==> src/rtl/serial_magnitude_comparator.sv <==
// Bit-serial magnitude comparator: resolves A vs B one bit per clock, LSB first.
// Define SIGNED_CMP_EN for a two's-complement compare; the default build is unsigned.
module serial_magnitude_comparator #(
  parameter int WIDTH = 8
) (
  input  logic             clk,
  input  logic             rst,
  input  logic             start,
  input  logic [WIDTH-1:0] a_in,
  input  logic [WIDTH-1:0] b_in,
  output logic             ready,
  output logic             done,
  output logic             gt,
  output logic             eq,
  output logic             lt
);

  localparam int CNT_W = $clog2(WIDTH + 1);
  localparam logic [CNT_W-1:0] CNT_LAST = CNT_W'(WIDTH - 1);

  typedef enum logic [1:0] {IDLE, SHIFT, DONE} state_t;

  state_t           state, state_nxt;
  logic [WIDTH-1:0] a_sr, b_sr;
  logic [CNT_W-1:0] cnt;
  logic             g, e, l;
  logic             swap;
  logic [2:0]       gel_nxt;

  // One cascade step. A difference at the current bit overrides everything
  // resolved at lower bits; equal bits carry the lower-order verdict upward.
  function automatic logic [2:0] gel_step(input logic a, input logic b,
                                          input logic g_in, input logic e_in,
                                          input logic l_in, input logic swp);
    logic same, a_eff, b_eff;
    same  = ~(a ^ b);
    a_eff = swp ? b : a;
    b_eff = swp ? a : b;
    return {(a_eff & ~b_eff) | (same & g_in),
            same & e_in,
            (~a_eff & b_eff) | (same & l_in)};
  endfunction

`ifdef SIGNED_CMP_EN
  // The sign bit carries negative weight, so a set MSB makes that operand smaller.
  assign swap = (cnt == CNT_LAST);
`else
  assign swap = 1'b0;
`endif

  assign gel_nxt = gel_step(a_sr[0], b_sr[0], g, e, l, swap);
  assign ready   = (state == IDLE);

  always_comb begin
    state_nxt = state;
    case (state)
      IDLE:    if (start) state_nxt = SHIFT;
      SHIFT:   if (cnt == CNT_LAST) state_nxt = DONE;
      DONE:    state_nxt = IDLE;
      default: state_nxt = IDLE;
    endcase
  end

  always_ff @(posedge clk) begin
    if (rst) begin
      state <= IDLE;
      a_sr  <= '0;
      b_sr  <= '0;
      cnt   <= '0;
      g     <= 1'b0;
      e     <= 1'b0;
      l     <= 1'b0;
      done  <= 1'b0;
      gt    <= 1'b0;
      eq    <= 1'b0;
      lt    <= 1'b0;
    end else begin
      state <= state_nxt;
      done  <= 1'b0;
      case (state)
        IDLE: begin
          if (start) begin
            a_sr <= a_in;
            b_sr <= b_in;
            g    <= 1'b0;
            e    <= 1'b1;
            l    <= 1'b0;
            cnt  <= '0;
          end
        end
        SHIFT: begin
          {g, e, l} <= gel_nxt;
          a_sr      <= a_sr >> 1;
          b_sr      <= b_sr >> 1;
          cnt       <= cnt + CNT_W'(1);
        end
        DONE: begin
          gt   <= g;
          eq   <= e;
          lt   <= l;
          done <= 1'b1;
        end
        default: ;
      endcase
    end
  end

endmodule
==> config.mk <==
export PLATFORM = sky130hd
export DESIGN_NAME = serial_magnitude_comparator
export DESIGN_NICKNAME = d
export VERILOG_FILES = /design/src/rtl/serial_magnitude_comparator.sv
export SDC_FILE = /design/constraint.sdc
export NUM_CORES = 1
export LEC_CHECK = 0
export CORE_AREA = 4 4 71 89
export DETAILED_ROUTE_END_ITERATION = 8
export DIE_AREA = 0 0 75 93
export GPL_ROUTABILITY_DRIVEN = 0
export REMOVE_ABC_BUFFERS = 1
export SLEW_MARGIN = 25
export SYNTH_ARGS = -nofsm -noshare
export SYNTH_HDL_FRONTEND = slang
export SYNTH_SLANG_ARGS = --single-unit
==> constraint.sdc <==
create_clock -name clk -period 1.9 [get_ports clk]
set_input_delay 0.57 -clock clk [delete_from_list [all_inputs] [get_ports clk]]
set_output_delay 0.57 -clock clk [all_outputs]
set_load 0.005 [all_outputs]
==> metrics, run 1 <==
Routed Wire Length=2850 um; Tcrit/Tclk final=0.944; hold_ws=0.455 ns; share of layout cells above drive strength 1=0.153; gr usage total=0.0910; DP HPWL=2080 um; final setup margin=0.106 ns; Syn Area/Cell=9.37 um2; Synth warnings=0; Critical Path Sink=ready; post-CTS resize count=0; Req. time, crit path=1.33 ns; Final Skew=0.00397 ns; post-synth cell types=33; delay-heaviest family, CP=buffers and inverters; worst r2r src=state[0]; first-pass GRT wire length=4730 um; WP depth=2; clk buf depth=2; ANT cells=0; critical path startpoint=state[1]; DRC violation count after routing=0; Peak VDD IR=0.382 mV; average routed wire per standard cell=11.9 um; FILL cells=544; Starting Density=0.243; Vias/cell=4.59; worst r2r dst=cnt[1]; HP Class=flop to flop; placed cell areas=1700 um2; register area=581 um2; max-cap violations=0; Skew-Pair Late Insertion Delay=0.29 ns; synthesis-stage register bit count=29; Tmin final=1.79 ns; CP Max Fanout=2; flop2flop setup slack=0.49 ns; Crit. End Element=primary output; outcome=complete, no violations; Root Driver=clkbuf_8; area share of the largest cell type after synthesis=0.439; Mapped Cells=141; total grt overflow=0; Seq/Total Area, Yosys=0.439; final hold vios=0; Setup Buffers After CTS=0; DR vias=1102; clock transition at the registers of the reported paths=0.06 ns; CTS tree=yes; Async S/R FF share, synth=0; RSZ-0062 raised after global routing=no; Critical-path top delay cell=clkdlybuf4s50_1; worst-path cell chain=nor2_1 > clkdlybuf4s50_1; clk sinks=29; Fin Setup TNS=0 ns; max incr delay on CP=0.51 ns; P&R area growth vs syn=34.8%; Synth area leaders=dfxtp_1, a22o_1, or3b_1; hold-fix buffer count after cts=0; Die Width=75 um; Detail Route Antenna Nets=0; Final Slew Violations=0; Ports=24; DIE AREA=6980 um2; Buf+Inv Stages, Crit Path=1; row count=30; most frequent cell after synthesis=dfxtp_1; IO buf count=23; total CTS buffers=5; critical path launch point type=flop; Final setup violation count=0; drt first pass iters=4; vias in the first global route=1040; Register-to-Register Path Depth=4; Core Region=5440 um2; Syn Std Cell Area=1320 um2; fmax=557 MHz; largest net degree at the start of global routing=33; Synth Flop Type=dfxtp_1; PD cells=802 nW/um2; arrival time worst endpoint=1.22 ns; fin area=1780 um2; chip height=93 um; DRT iter0 DRCs=66; Power Total=0.00143 W; Nets=198; pre-CTS WS=-0.0624 ns; Max transition margin=0.725; Yosys top cell by area=dfxtp_1; Post-synth EDFFs=0; LEAKAGE=0.701 nW; H-tree level count=2; Tightest Pin Transition=0.411 ns; initial antenna violation count=0; critical path type=flop to primary output; area of the multi-input gates=684 um2; Commonest cells post-synth=dfxtp_1, nor2_1, a21oi_1
worst min path at each step:
stage | endpoint | slack (ns) | start | cells past startpoint
floorplan | a_sr[6] | 0.42 | a_sr[6] | 1
global placement | b_sr[2] | 0.43 | b_sr[2] | 1
detailed placement | b_sr[5] | 0.44 | b_sr[5] | 1
CTS | b_sr[5] | 0.45 | b_sr[5] | 1
global route | b_sr[5] | 0.48 | b_sr[5] | 1
finish | b_sr[5] | 0.45 | b_sr[5] | 1
cell usage in the layout, fill, tap and decap left out, types with 3 or more instances in the layout:
cell type | netlist | routed
clkdlybuf4s50_1 | 0 | 23
ha_1 | 3 | 3
clkbuf_8 | 0 | 6
nand3_1 | 3 | 3
mux2i_1 | 3 | 3
nor2_1 | 16 | 16
buf_4 | 1 | 15
a21o_1 | 4 | 4
or3b_1 | 8 | 8
dfxtp_1 | 29 | 29
a21oi_1 | 12 | 12
nand2b_1 | 10 | 10
nor3_1 | 10 | 10
a22o_1 | 8 | 8
per-layer routing:
| layer | global-route usage | vias up | wire (um) |
|---|---|---|---|
| li1 | - | 569 | - |
| met4 | 0.0668 | 0 | 90 |
| met1 | 0.111 | 504 | 1320 |
| met3 | 0.0312 | 7 | 150 |
| met2 | 0.129 | 22 | 1290 |
| met5 | 0 | - | 0 |
report_power, final:
part           switching [W]  total [W]  internal (W)
sequential         0.0000226   0.000676      0.000653
clock               0.000219   0.000505      0.000286
combinational       0.000108   0.000248      0.000139
registers in the layout, summed over array words and instances (netlist names):
register,flops
g,1
lt,1
cnt,4
a_sr,8
l,1
e,1
state,2
eq,1
gt,1
done,1
b_sr,8
worst reg2reg max path, stage by stage (launching register included):
cell,delay (ns)
dfxtp_1,0.31
buf_4,0.23
o21ba_2,0.28
nor2_1,0.33
a22o_1,0.20
metrics by stage:
step                      utilization  std cells
after floorplan                     -        131
after global placement          0.311        233
after detailed placement        0.311        233
after CTS                       0.327        240
after global routing            0.327        240
final                           0.327        240
layout make-up:
type,instances,area share
repair buffers,38,0.192
multi-input cells,100,0.384
flip-flops and latches,29,0.326
inverters,2,0.00421
clock buffers,7,0.0485
well taps,64,0.0449
logic make-up after synthesis:
group | after synthesis | share of synthesized area
AO/OA/AOI/OAI | 33 | 0.173
buffers and inverters | 12 | 0.0426
adder cells (fa/ha/maj) | 3 | 0.0284
multiplexers | 3 | 0.0227
flip-flops | 29 | 0.439
AND/OR/NAND/NOR | 61 | 0.294
Note: power is estimated with default switching activity, not from simulation.
==> run 2: changes to the inputs <==
--- a/config.mk
+++ b/config.mk
@@ -5,11 +5,15 @@
 export SDC_FILE = /design/constraint.sdc
 export NUM_CORES = 1
 export LEC_CHECK = 0
+export CELL_PAD_IN_SITES_DETAIL_PLACEMENT = 1
+export CELL_PAD_IN_SITES_GLOBAL_PLACEMENT = 2
 export CORE_AREA = 4 4 71 89
 export DETAILED_ROUTE_END_ITERATION = 8
 export DIE_AREA = 0 0 75 93
 export GPL_ROUTABILITY_DRIVEN = 0
+export PLACE_DENSITY_LB_ADDON = 0.1
 export REMOVE_ABC_BUFFERS = 1
+export SKIP_CTS_REPAIR_TIMING = 1
 export SLEW_MARGIN = 25
 export SYNTH_ARGS = -nofsm -noshare
 export SYNTH_HDL_FRONTEND = slang
==> run 2 against run 1 <==
Effect of this change: first-iteration DRC count fell by 77%; sequential share of layout area fell by 1.7 points; fmax fell by 1.9%; clock skew barely moved; largest power group is now clock; die area did not move; core utilization rose by 1.8 points; critical path depth did not move; count of clock-buffer cells in the layout fell by 2.
==> metrics, run 2 (same netlist as run 1, synthesis figures left out) <==
clk sinks=29 (unchanged); DRC violation count after routing=0 (unchanged); PD cells=909 nW/um2 (+13%); CTS tree=yes; DIE AREA=6980 um2 (unchanged); Starting Density=0.243 (unchanged); clock share of power=0.447 (+0.094); first-pass GRT wire length=5640 um (+19%); top flop regs=a_sr: 8 flops, b_sr: 8 flops, cnt: 4 flops; chip height=93 um (unchanged); critical path launch point type=flop; sequential share of power=0.396 (-0.077); Req. time, crit path=1.33 ns (about the same); FILL cells=629 (+16%); Detail Route Antenna Nets=0 (unchanged); Root Driver=clkbuf_8; DRT iter0 DRCs=15 (-77%); Final Skew=0.00348 ns (-0.000488 ns); Max transition margin=0.790 (+0.0647); Vias/cell=4.68 (+2.0%); ANT cells=0 (unchanged); Final setup violation count=0 (unchanged); vias in the first global route=1161 (+12%); Fin Setup TNS=0 ns (unchanged); row count=30 (unchanged); Core Region=5440 um2 (unchanged); average routed wire per standard cell=14.0 um (+18%); drt first pass iters=3 (-1); Ports=24 (unchanged); gr usage total=0.106 (+0.0148); arrival time worst endpoint=1.26 ns (+0.04 ns); Die Width=75 um (unchanged); Tmin final=1.83 ns (+0.0345 ns); Skew-Pair Late Insertion Delay=0.28 ns (about the same); initial antenna violation count=0 (unchanged); Tightest Pin Transition=0.316 ns (-0.0955 ns); Crit. End Element=primary output; HP Class=flop to flop; fmax=547 MHz (-1.9%); clock transition at the registers of the reported paths=0.07 ns (about the same); clk buf depth=2 (unchanged); outcome=complete, no violations; share of layout cells above drive strength 1=0.192 (+0.0389); Power Total=0.00171 W (+20%); RSZ-0062 raised after global routing=no; P&R area growth vs syn=42.4%; hold depth=1 (unchanged); register area=581 um2 (unchanged); total CTS buffers=5 (unchanged); Tcrit/Tclk final=0.963 (+0.0182); IO buf count=23 (unchanged); Nets=203 (+2.5%); most common cell after layout, fill and taps aside=dfxtp_1; area of the multi-input gates=687 um2 (+0.37%); Peak VDD IR=0.365 mV (-4.3%); Switch Pwr=0.000385 W (+10%); commonest non-fill, non-tap cells in the layout=dfxtp_1, clkdlybuf4s50_1, buf_4, nor2_1, a21oi_1; largest net degree at the start of global routing=33 (unchanged); H-tree level count=2 (unchanged); Int Pwr=0.00133 W (+23%); logic gate share of total power=0.158 (-0.015); max-cap violations=0 (unchanged); Final Slew Violations=0 (unchanged); Switching Fraction=0.225 (-0.0198); final hold vios=0 (unchanged); critical path type=flop to primary output; DP HPWL=2540 um (+22%); total grt overflow=0 (unchanged); DR vias=1152 (+4.5%); flop2flop setup slack=0.41 ns (-0.08 ns); CP Max Fanout=2 (unchanged); Routed Wire Length=3450 um (+21%); LEAKAGE=0.756 nW (+7.9%); Register-to-Register Path Depth=5 (+1)
## run 2: cell count changes in the layout (fill, tap and decap cells not counted), sizes merged
| cell | before | now |
|---|---|---|
| clkinv | 0 | 1 |
| clkbuf | 7 | 5 |
| buf | 15 | 20 |
| bufinv | 0 | 2 |
## run 2: area by class of cell
type,count,area share
Multi-Input combinational cell,100,0.365
Sequential cell,29,0.309
Timing Repair Buffer,43,0.209
Tap cell,64,0.0426
Clock buffer,5,0.0366
Clock inverter,3,0.0346
Inverter,2,0.00399
## run 2: final timing paths
check | to | startpoint
min reg2reg | b_sr[2] | b_sr[2]
max | ready | state[1]
min | b_sr[2] | b_sr[2]
max reg2reg | cnt[1] | state[0]
## run 2: metrics by stage
| stage | hold WS [ns] | setup WS [ns] | utilization | std cells | cell area, um2 |
|---|---|---|---|---|---|
| CTS | 0.452 | -0.0515 | 0.345 | 246 | 1880 |
| detailed placement | 0.437 | -0.0897 | 0.321 | 238 | 1750 |
| finish | 0.450 | 0.0712 | 0.346 | 246 | 1880 |
| global placement | 0.444 | -0.0723 | 0.321 | 238 | 1750 |
| global route | 0.466 | 0.00793 | 0.346 | 246 | 1880 |
| floorplan | 0.417 | 0.302 | - | 131 | 1270 |
## run 2: metal layers
layer,global-route usage,share of wire,up-vias
met1,0.135,0.45,548
met3,0.0258,0.041,4
met2,0.172,0.50,20
li1,-,-,580
met4,0.0356,0.010,0
met5,0,0,-
## run 2: worst max-delay path: stages (launching register included)
cell and delay, ns:
dfxtp_1 0.32, nor2_2 0.14, clkdlybuf4s50_1 0.52
## run 2: power groups by stage
| stage | logic, W | registers (W) | clock network (W) |
|---|---|---|---|
| after floorplan | 0.000123 | 0.000696 | 0 |
| after global placement | 0.000270 | 0.000689 | 0 |
| after detailed placement | 0.000273 | 0.000690 | 0 |
| after CTS | 0.000276 | 0.000677 | 0.000792 |
| after global routing | 0.000299 | 0.000683 | 0.000809 |
| final | 0.000270 | 0.000677 | 0.000764 |
==> run 3: changes to the inputs <==
--- a/config.mk
+++ b/config.mk
@@ -5,13 +5,11 @@
 export SDC_FILE = /design/constraint.sdc
 export NUM_CORES = 1
 export LEC_CHECK = 0
-export CELL_PAD_IN_SITES_DETAIL_PLACEMENT = 1
-export CELL_PAD_IN_SITES_GLOBAL_PLACEMENT = 2
 export CORE_AREA = 4 4 71 89
+export CTS_CLUSTER_SIZE = 10
 export DETAILED_ROUTE_END_ITERATION = 8
 export DIE_AREA = 0 0 75 93
 export GPL_ROUTABILITY_DRIVEN = 0
-export PLACE_DENSITY_LB_ADDON = 0.1
 export REMOVE_ABC_BUFFERS = 1
 export SKIP_CTS_REPAIR_TIMING = 1
 export SLEW_MARGIN = 25
==> constraint.sdc (replaced) <==
create_clock -name clk -period 1.9 [get_ports clk]
set_input_delay 0.38 -clock clk [delete_from_list [all_inputs] [get_ports clk]]
set_output_delay 0.38 -clock clk [all_outputs]
set_load 0.005 [all_outputs]
==> run 3 against run 2 <==
Effect of this change: clock skew is 0.00098 ns higher; cell area is 6.8% lower; core utilization is 2.3 points lower; critical path type unchanged; die area stayed put; via count is 3.6% lower; worst setup slack better by 0.15 ns.
==> metrics, run 3 (same netlist as run 1, synthesis figures left out) <==
outcome=complete, no violations; logic gate share of total power=0.166 (+0.008); first-pass GRT wire length=5000 um (-11%); Fin Setup TNS=0 ns (unchanged); chip height=93 um (unchanged); DIE AREA=6980 um2 (unchanged); Root Driver=clkbuf_8; Final Skew=0.00445 ns (+0.000975 ns); LEAKAGE=0.682 nW (-9.8%); Req. time, crit path=1.52 ns (+0.19 ns); Routed Wire Length=2940 um (-15%); RSZ-0062 raised after global routing=no; DR vias=1111 (-3.6%); Detail Route Antenna Nets=0 (unchanged); Nets=195 (-3.9%); H-tree level count=2 (unchanged); sequential share of power=0.488 (+0.092); most common cell after layout, fill and taps aside=dfxtp_1; critical path launch point type=flop; Skew-Pair Late Insertion Delay=0.28 ns (about the same); clk sinks=29 (unchanged); Tightest Pin Transition=0.476 ns (+0.160 ns); drt first pass iters=4 (+1); Peak VDD IR=0.284 mV (-22%); Crit. End Element=primary output; pre-CTS WS=0.0721 ns (+0.162 ns); initial antenna violation count=0 (unchanged); Int Pwr=0.00105 W (-21%); ANT cells=0 (unchanged); max-cap violations=0 (unchanged); Switch Pwr=0.000357 W (-7.4%); HP Class=flop to flop; CP Max Fanout=14 (+12); Final setup violation count=0 (unchanged); Tcrit/Tclk final=0.881 (-0.0810); Placed Cells=230 (-3.4%); worst-path cell chain=nor2_1 > clkdlybuf4s50_1; clk buf depth=2 (unchanged); commonest non-fill, non-tap cells in the layout=dfxtp_1, clkdlybuf4s50_1, nor2_1, a21oi_1, buf_4; DRC violation count after routing=0 (unchanged); Critical-path top delay cell=clkdlybuf4s50_1; IO buf count=23 (unchanged); average routed wire per standard cell=12.4 um (-12%); Ports=24 (unchanged); delay-heaviest family, CP=buffers and inverters; fmax=597 MHz (+9.2%); P&R area growth vs syn=32.8%; final hold vios=0 (unchanged); Starting Density=0.243 (unchanged); largest net degree at the start of global routing=17 (-48%); DRT iter0 DRCs=55 (+40); top flop regs=a_sr: 8 flops, b_sr: 8 flops, cnt: 4 flops; max incr delay on CP=0.51 ns (about the same); Power Total=0.00140 W (-18%); Final Slew Violations=0 (unchanged); clock share of power=0.346 (-0.101); DP HPWL=2120 um (-17%); Tmin final=1.67 ns (-0.154 ns); vias in the first global route=1094 (-5.8%); Buf+Inv Stages, Crit Path=1 (unchanged); total CTS buffers=5 (unchanged); row count=30 (unchanged); PD cells=800 nW/um2 (-12%); Switching Fraction=0.254 (+0.0292); final setup margin=0.225 ns (+0.154 ns); Die Width=75 um (unchanged); post-route core utilization=0.322 (-0.0234); CTS tree=yes; share of layout cells above drive strength 1=0.138 (-0.0544); gr usage total=0.0950 (-0.0108); Vias/cell=4.67 (-0.32%); Core Region=5440 um2 (unchanged); clock transition at the registers of the reported paths=0.06 ns (about the same); Max transition margin=0.681 (-0.108); arrival time worst endpoint=1.29 ns (+0.03 ns); critical path type=flop to primary output; Finished Layout Cells=238 (-3.3%); total grt overflow=0 (unchanged)
[run 3: power groups by stage]
stage / combinational [W] / clock, W / sequential, W
global route: 0.000264 / 0.000524 / 0.000690
global placement: 0.000233 / 0 / 0.000697
finish: 0.000233 / 0.000485 / 0.000684
detailed placement: 0.000235 / 0 / 0.000697
CTS: 0.000236 / 0.000506 / 0.000684
floorplan: 0.000123 / 0 / 0.000696
[run 3: cell type report]
cell class | instances | area, um2
inverters | 2 | 7.51
clock buffers | 8 | 80.1
repair buffers | 35 | 320
fillers | 575 | 3690
multi-input cells | 100 | 684
well taps | 64 | 80.1
flip-flops and latches | 29 | 582
[run 3: worst reg2reg max path: stages, from the launching register on]
cell and delay (ns):
dfxtp_2 0.39, buf_4 0.20, nor4b_4 0.48, a22o_1 0.22, a21o_1 0.08
[run 3: worst paths after layout]
path              startpoint  endpoint  slack, ns  depth (start not counted)
setup / recovery    state[0]     ready       0.23                          2
hold / removal       b_sr[2]   b_sr[2]       0.45                          1
setup reg to reg    state[0]   a_sr[6]       0.48                          4
hold reg to reg      b_sr[2]   b_sr[2]       0.45                          1
[run 3: stage by stage]
step / hold slack [ns] / area [um2]
after detailed placement: 0.435 / 1670
after global routing: 0.464 / 1750
after floorplan: 0.417 / 1270
after CTS: 0.450 / 1750
after global placement: 0.443 / 1670
final: 0.449 / 1750
[run 3: per-layer routing]
| metal | track usage | up-vias | wire [um] |
|---|---|---|---|
| met5 | 0 | - | 0 |
| met4 | 0.0445 | 0 | 59 |
| met1 | 0.118 | 515 | 1400 |
| met2 | 0.137 | 22 | 1290 |
| li1 | - | 567 | - |
| met3 | 0.0430 | 7 | 194 |
==> edit 1: new RTL, config.mk and constraints of run 3 <==
The option `SIGNED_CMP_EN` is turned on by a define.
--- a/src/rtl/serial_magnitude_comparator.sv
+++ b/src/rtl/serial_magnitude_comparator.sv
@@ -1,5 +1,7 @@
 // Bit-serial magnitude comparator: resolves A vs B one bit per clock, LSB first.
 // Define SIGNED_CMP_EN for a two's-complement compare; the default build is unsigned.
+`define SIGNED_CMP_EN
+
 module serial_magnitude_comparator #(
   parameter int WIDTH = 8
 ) (
Check against the original RTL: same outputs for any inputs over 10 cycles, from zero or initial values and one cycle with rst high; that may be too few to reach the edited logic, so the function may still have changed.
==> edit 1 against run 3 <==
- critical path depth unchanged
- design area up 5.1%
- total power up 2.1%
- maximum frequency up 6.7%
- area after synthesis up 9.2%
- sequential power down 2.9%
- clock power up 16%
- sequential cell count unchanged
- routed wire length up 2.9%
- setup slack better by 110 ps
- synthesized cell count up 18%
- worst hold slack better by 29 ps
==> edit 1: results (changes against run 3) <==
critical_path:
  critPathMaxFanout: 3  # -11
  cp_data_arrival_time_ps: 1190  # -100 ps
layout:
  utilization_pct: 33.86  # +1.6 points
  drive_above_1_share_pct: 12.95  # -0.84 points
  fillers: 568  # -1.2%
  final_nets: 212  # +8.7%
route:
  drtIter0Drc: 53  # -3.6%
  routed_wl_um: 3028  # +2.9%
  wl_per_cell_um: 11.78  # -4.7%
  num_vias: 1177  # +5.9%
placed_design:
  place_area_um2: 1742  # +4.1%
  placed_cells: 249  # +8.3%
logic_synthesis:
  yosys-mux-area-fraction_pct: 3.469  # +1.2 points
  ys_seq_area_share_pct: 40.24  # -3.7 points
  synthTopCellsByArea: "dfxtp_1 (40%), nand2b_1 (7.8%), or3b_1 (6.7%)"
  ys_types: 34  # +3.0%
  ys_top_cells_by_count: "dfxtp_1 (29), nor2_1 (20), a21oi_1 (19), nand2b_1 (18), nor3_1 (12)"
  synthXorXnorAreaFrac_pct: 0.6071  # +0.61 points
  synthAdderAreaFrac_pct: 0.8673  # -2.0 points
  synth_compound_area_share_pct: 13.44  # -3.9 points
grt:
  grt_usage_pct: 10.15  # +0.65 points
  grt_max_degree: 28  # +11
  grt_pass1_wl_um: 5437  # +8.7%
power:
  switching_power_uw: 345.1  # -3.2%
  p_leak_uw: 0.0007045  # +3.2%
  vdd_drop_max_mv: 0.3788  # +33%
hold_path:
  min_path_type: "flip-flop to flip-flop"
sta:
  worstMarginPinSlew_ps: 331.5  # -144.5 ps
  fin_worst_skew_ps: 1.745  # -2.709 ps
clock_network:
  numCtsBuffers: 5  # unchanged
outcome:
  outcome: "finished clean"
==> edit 1: cell types whose count changed after synthesis, moves of 3 or more <==
cell	before	now
nand2b_1	10	18
a21oi_1	12	19
a22o_1	8	3
clkbuf_1	2	6
nor2_1	16	20
buf_2	6	3
or3b_1	8	11
==> edit 1: power by group through the flow <==
| stage | Sequential, uW | Combinational [uW] | Clock [uW] |
|---|---|---|---|
| 2_1_floorplan | 683 | 108 | 0 |
| 3_3_place_gp | 677 | 207 | 0 |
| 3_5_place_dp | 678 | 208 | 0 |
| 4_1_cts | 664 | 209 | 579 |
| 5_1_grt | 670 | 234 | 605 |
| 6_report | 664 | 205 | 563 |
==> edit 1: through the flow <==
step / total power [uW] / worst slack (ps)
final: 1432 / 330.7
after global placement: 883.7 / 92.24
after CTS: 1452 / 304.9
after global routing: 1509 / 253.3
after detailed placement: 885.5 / 84.01
after floorplan: 790.9 / 185.2
==> edit 1: area by class of cell <==
class                   instances  share of cell area, %
well taps                      64                  4.345
clock inverters                 1                 0.2716
multi-input cells             123                  42.29
repair buffers                 32                  16.16
inverters                       1                 0.2037
clock buffers                   7                  5.227
flip-flops and latches         29                  31.50
==> edit 1: path summary, 6_finish.rpt <==
kind,depth (start not counted),endpoint,startpoint,slack (ps)
worst max-delay path,2,ready,state[0]$_SDFFE_PP0P_,330
worst min-delay path,1,g$_SDFFE_PP0P_,g$_SDFFE_PP0P_,480
worst max register to register,4,l$_SDFFE_PP0P_,state[0]$_SDFFE_PP0P_,530
worst min register to register,1,g$_SDFFE_PP0P_,g$_SDFFE_PP0P_,480
==> edit 1: routing by layer <==
layer | global-route usage, % | part of all wire [%] | wire, um | up-vias
met5 | 0 | 0 | 0 | -
met4 | 4.896 | 1.5 | 44 | 0
met3 | 3.333 | 4.5 | 137 | 5
met2 | 15.63 | 48 | 1457 | 19
met1 | 12.48 | 46 | 1388 | 533
li1 | - | - | - | 620
==> edit 1: logic make-up after synthesis <==
group                      Yosys count
AOI/OAI and AO/OA                   32
buffers and inverters               15
DFF                                 29
and+or+nand+nor                     84
xor gates and xnor gates             1
muxes                                5
adders and majority gates            1
==> edit 1: critical path: stages (launching register included) <==
cell and delay, ps:
dfxtp_1 320, nor2_1 80, clkdlybuf4s50_1 510
==> edit 2: new RTL, flow settings as in run 3 <==
Without the edit above. Encoding of `state_t`: now one-hot (3 bits for 3 states).
--- a/src/rtl/serial_magnitude_comparator.sv
+++ b/src/rtl/serial_magnitude_comparator.sv
@@ -18,7 +18,7 @@
   localparam int CNT_W = $clog2(WIDTH + 1);
   localparam logic [CNT_W-1:0] CNT_LAST = CNT_W'(WIDTH - 1);
 
-  typedef enum logic [1:0] {IDLE, SHIFT, DONE} state_t;
+  typedef enum logic [2:0] {IDLE = 3'b001, SHIFT = 3'b010, DONE = 3'b100} state_t;
 
   state_t           state, state_nxt;
   logic [WIDTH-1:0] a_sr, b_sr;
Formal check against the unedited RTL: no difference found for any inputs over 10 cycles, from zero or initial values and one cycle with rst high; not proved beyond that.
==> edit 2 against run 3 <==
- sequential cell count increased by 1
- total power shrank 3.4%
- area after synthesis shrank 3.0%
- routed wire length down 3.4%
- setup slack got worse by 100 ps
- design area is 4.9% lower
- sequential share of layout area increased by 2.9 points
- final cell count is 4.6% lower
- maximum frequency decreased by 5.7%
- highest routed layer unchanged
==> edit 2: results (changes against run 3) <==
power:
  power_uw: 1355  # -3.4%
  comb-power_uw: 156  # -33%
  vdd_drop_max_mv: 0.2279  # -20%
  powerSeq_uw: 677  # -1%
  p_int_uw: 1032  # -1.3%
  p_leak_uw: 0.0005656  # -17%
grt:
  use_met1_pct: 12.02  # +0.18 points
  met2_usage_pct: 13.30  # -0.44 points
  grt_pass1_wl_um: 4864  # -2.8%
  grt_max_degree: 17  # unchanged
  grt_pass1_vias: 1008  # -7.9%
  grt_usage_pct: 9.130  # -0.37 points
  grtUsageMet3_pct: 3.763  # -0.54 points
hold_path:
  worstHoldStart: "cnt[3]$_SDFFE_PP0P_"
logic_synthesis:
  ys_seq_area_share_pct: 46.88  # +2.9 points
  synthXorXnorAreaFrac_pct: 0  # unchanged
  yosys-mux-area-fraction_pct: 2.344  # +0.071 points
  ys_top_cells_by_count: "dfxtp_1 (30), a21oi_1 (23), nand3_1 (19), a22oi_1 (14), nand2_1 (7)"
  synthAdderAreaFrac_pct: 2.930  # +0.089 points
  synth_compound_area_share_pct: 21.19  # +3.9 points
  ys_async_sr_fraction_pct: 0  # unchanged
  syn_area_per_cell_um2: 9.421  # +0.53%
  ys_types: 30  # -9.1%
  synthTopCellsByArea: "dfxtp_1 (47%), a21oi_1 (9.0%), a22oi_1 (8.2%)"
layout:
  n_antenna_cell: 0  # unchanged
  reg_top3: "a_sr x8, b_sr x8, cnt x4"
  fillers: 580  # +0.87%
  final_nets: 184  # -5.6%
  final_cells: 227  # -4.6%
  drive_above_1_share_pct: 12.27  # -1.5 points
critical_path:
  crit_slowest_cell: "clkdlybuf4s50_1"
  cp_data_arrival_time_ps: 1400  # +110 ps
  crit_start: "state[0]$_SDFFE_PP1P_"
  critPathMaxFanout: 6  # -8
  reg2reg_from: "state[1]$_SDFFE_PP0P_"
  max_stage_delay_ps: 530  # +20 ps
route:
  route.met2.wl_um: 1348  # +4.8%
  num_vias: 1071  # -3.6%
  drtIter0Drc: 63  # +15%
  dr.pass1.iters: 4  # unchanged
  wl_met1_um: 1305  # -6.9%
  routed_wl_um: 2844  # -3.4%
  wl_met3_um: 168  # -13%
sta:
  fin_worst_skew_ps: 5.398  # +0.9438 ps
  slew_headroom_pct: 70.07  # +1.9 points
placed_design:
  dp_hpwl_um: 1953  # -7.8%
  pre_cts_slack_ps: 271.0  # +198.9 ps
  placed_cells: 219  # -4.8%
  io_buffers: 23  # unchanged
  place_area_um2: 1575  # -5.8%
clock_network:
  htreeDepth: 2  # unchanged
  clkTransAtPathRegs_ps: 60  # about the same
  cts.path.max_buffers: 2  # unchanged
outcome:
  outcome: "finished clean"
## edit 2: cell types whose count changed after synthesis, sizes merged, moves of 4 or more
| cell | change |
|---|---|
| a21o | -4 |
| a21oi | +12 |
| a22o | -8 |
| a22oi | +14 |
| nand2 | +5 |
| nand2b | -7 |
| nand3 | +16 |
| nor2 | -12 |
| nor3 | -10 |
| or3b | -9 |
## edit 2: path summary, 6_finish.rpt
check	endpoint	slack, ps	cells after the start
max	ready	120	2
min	state[2]$_SDFFE_PP0P_	450	1
max reg2reg	a_sr[2]$_SDFFE_PP0P_	360	4
min reg2reg	state[2]$_SDFFE_PP0P_	450	1
## edit 2: layout make-up
| cell class | count | area [um^2] | area share [%] |
|---|---|---|---|
| clock buffer | 7 | 86.33 | 5.176 |
| clock inverter | 1 | 5.005 | 0.3001 |
| inverter | 3 | 11.26 | 0.6752 |
| multi-input combinational | 92 | 600.6 | 36.01 |
| sequential | 30 | 601.8 | 36.08 |
| tap | 64 | 80.08 | 4.801 |
| timing repair buffer | 30 | 282.8 | 16.95 |
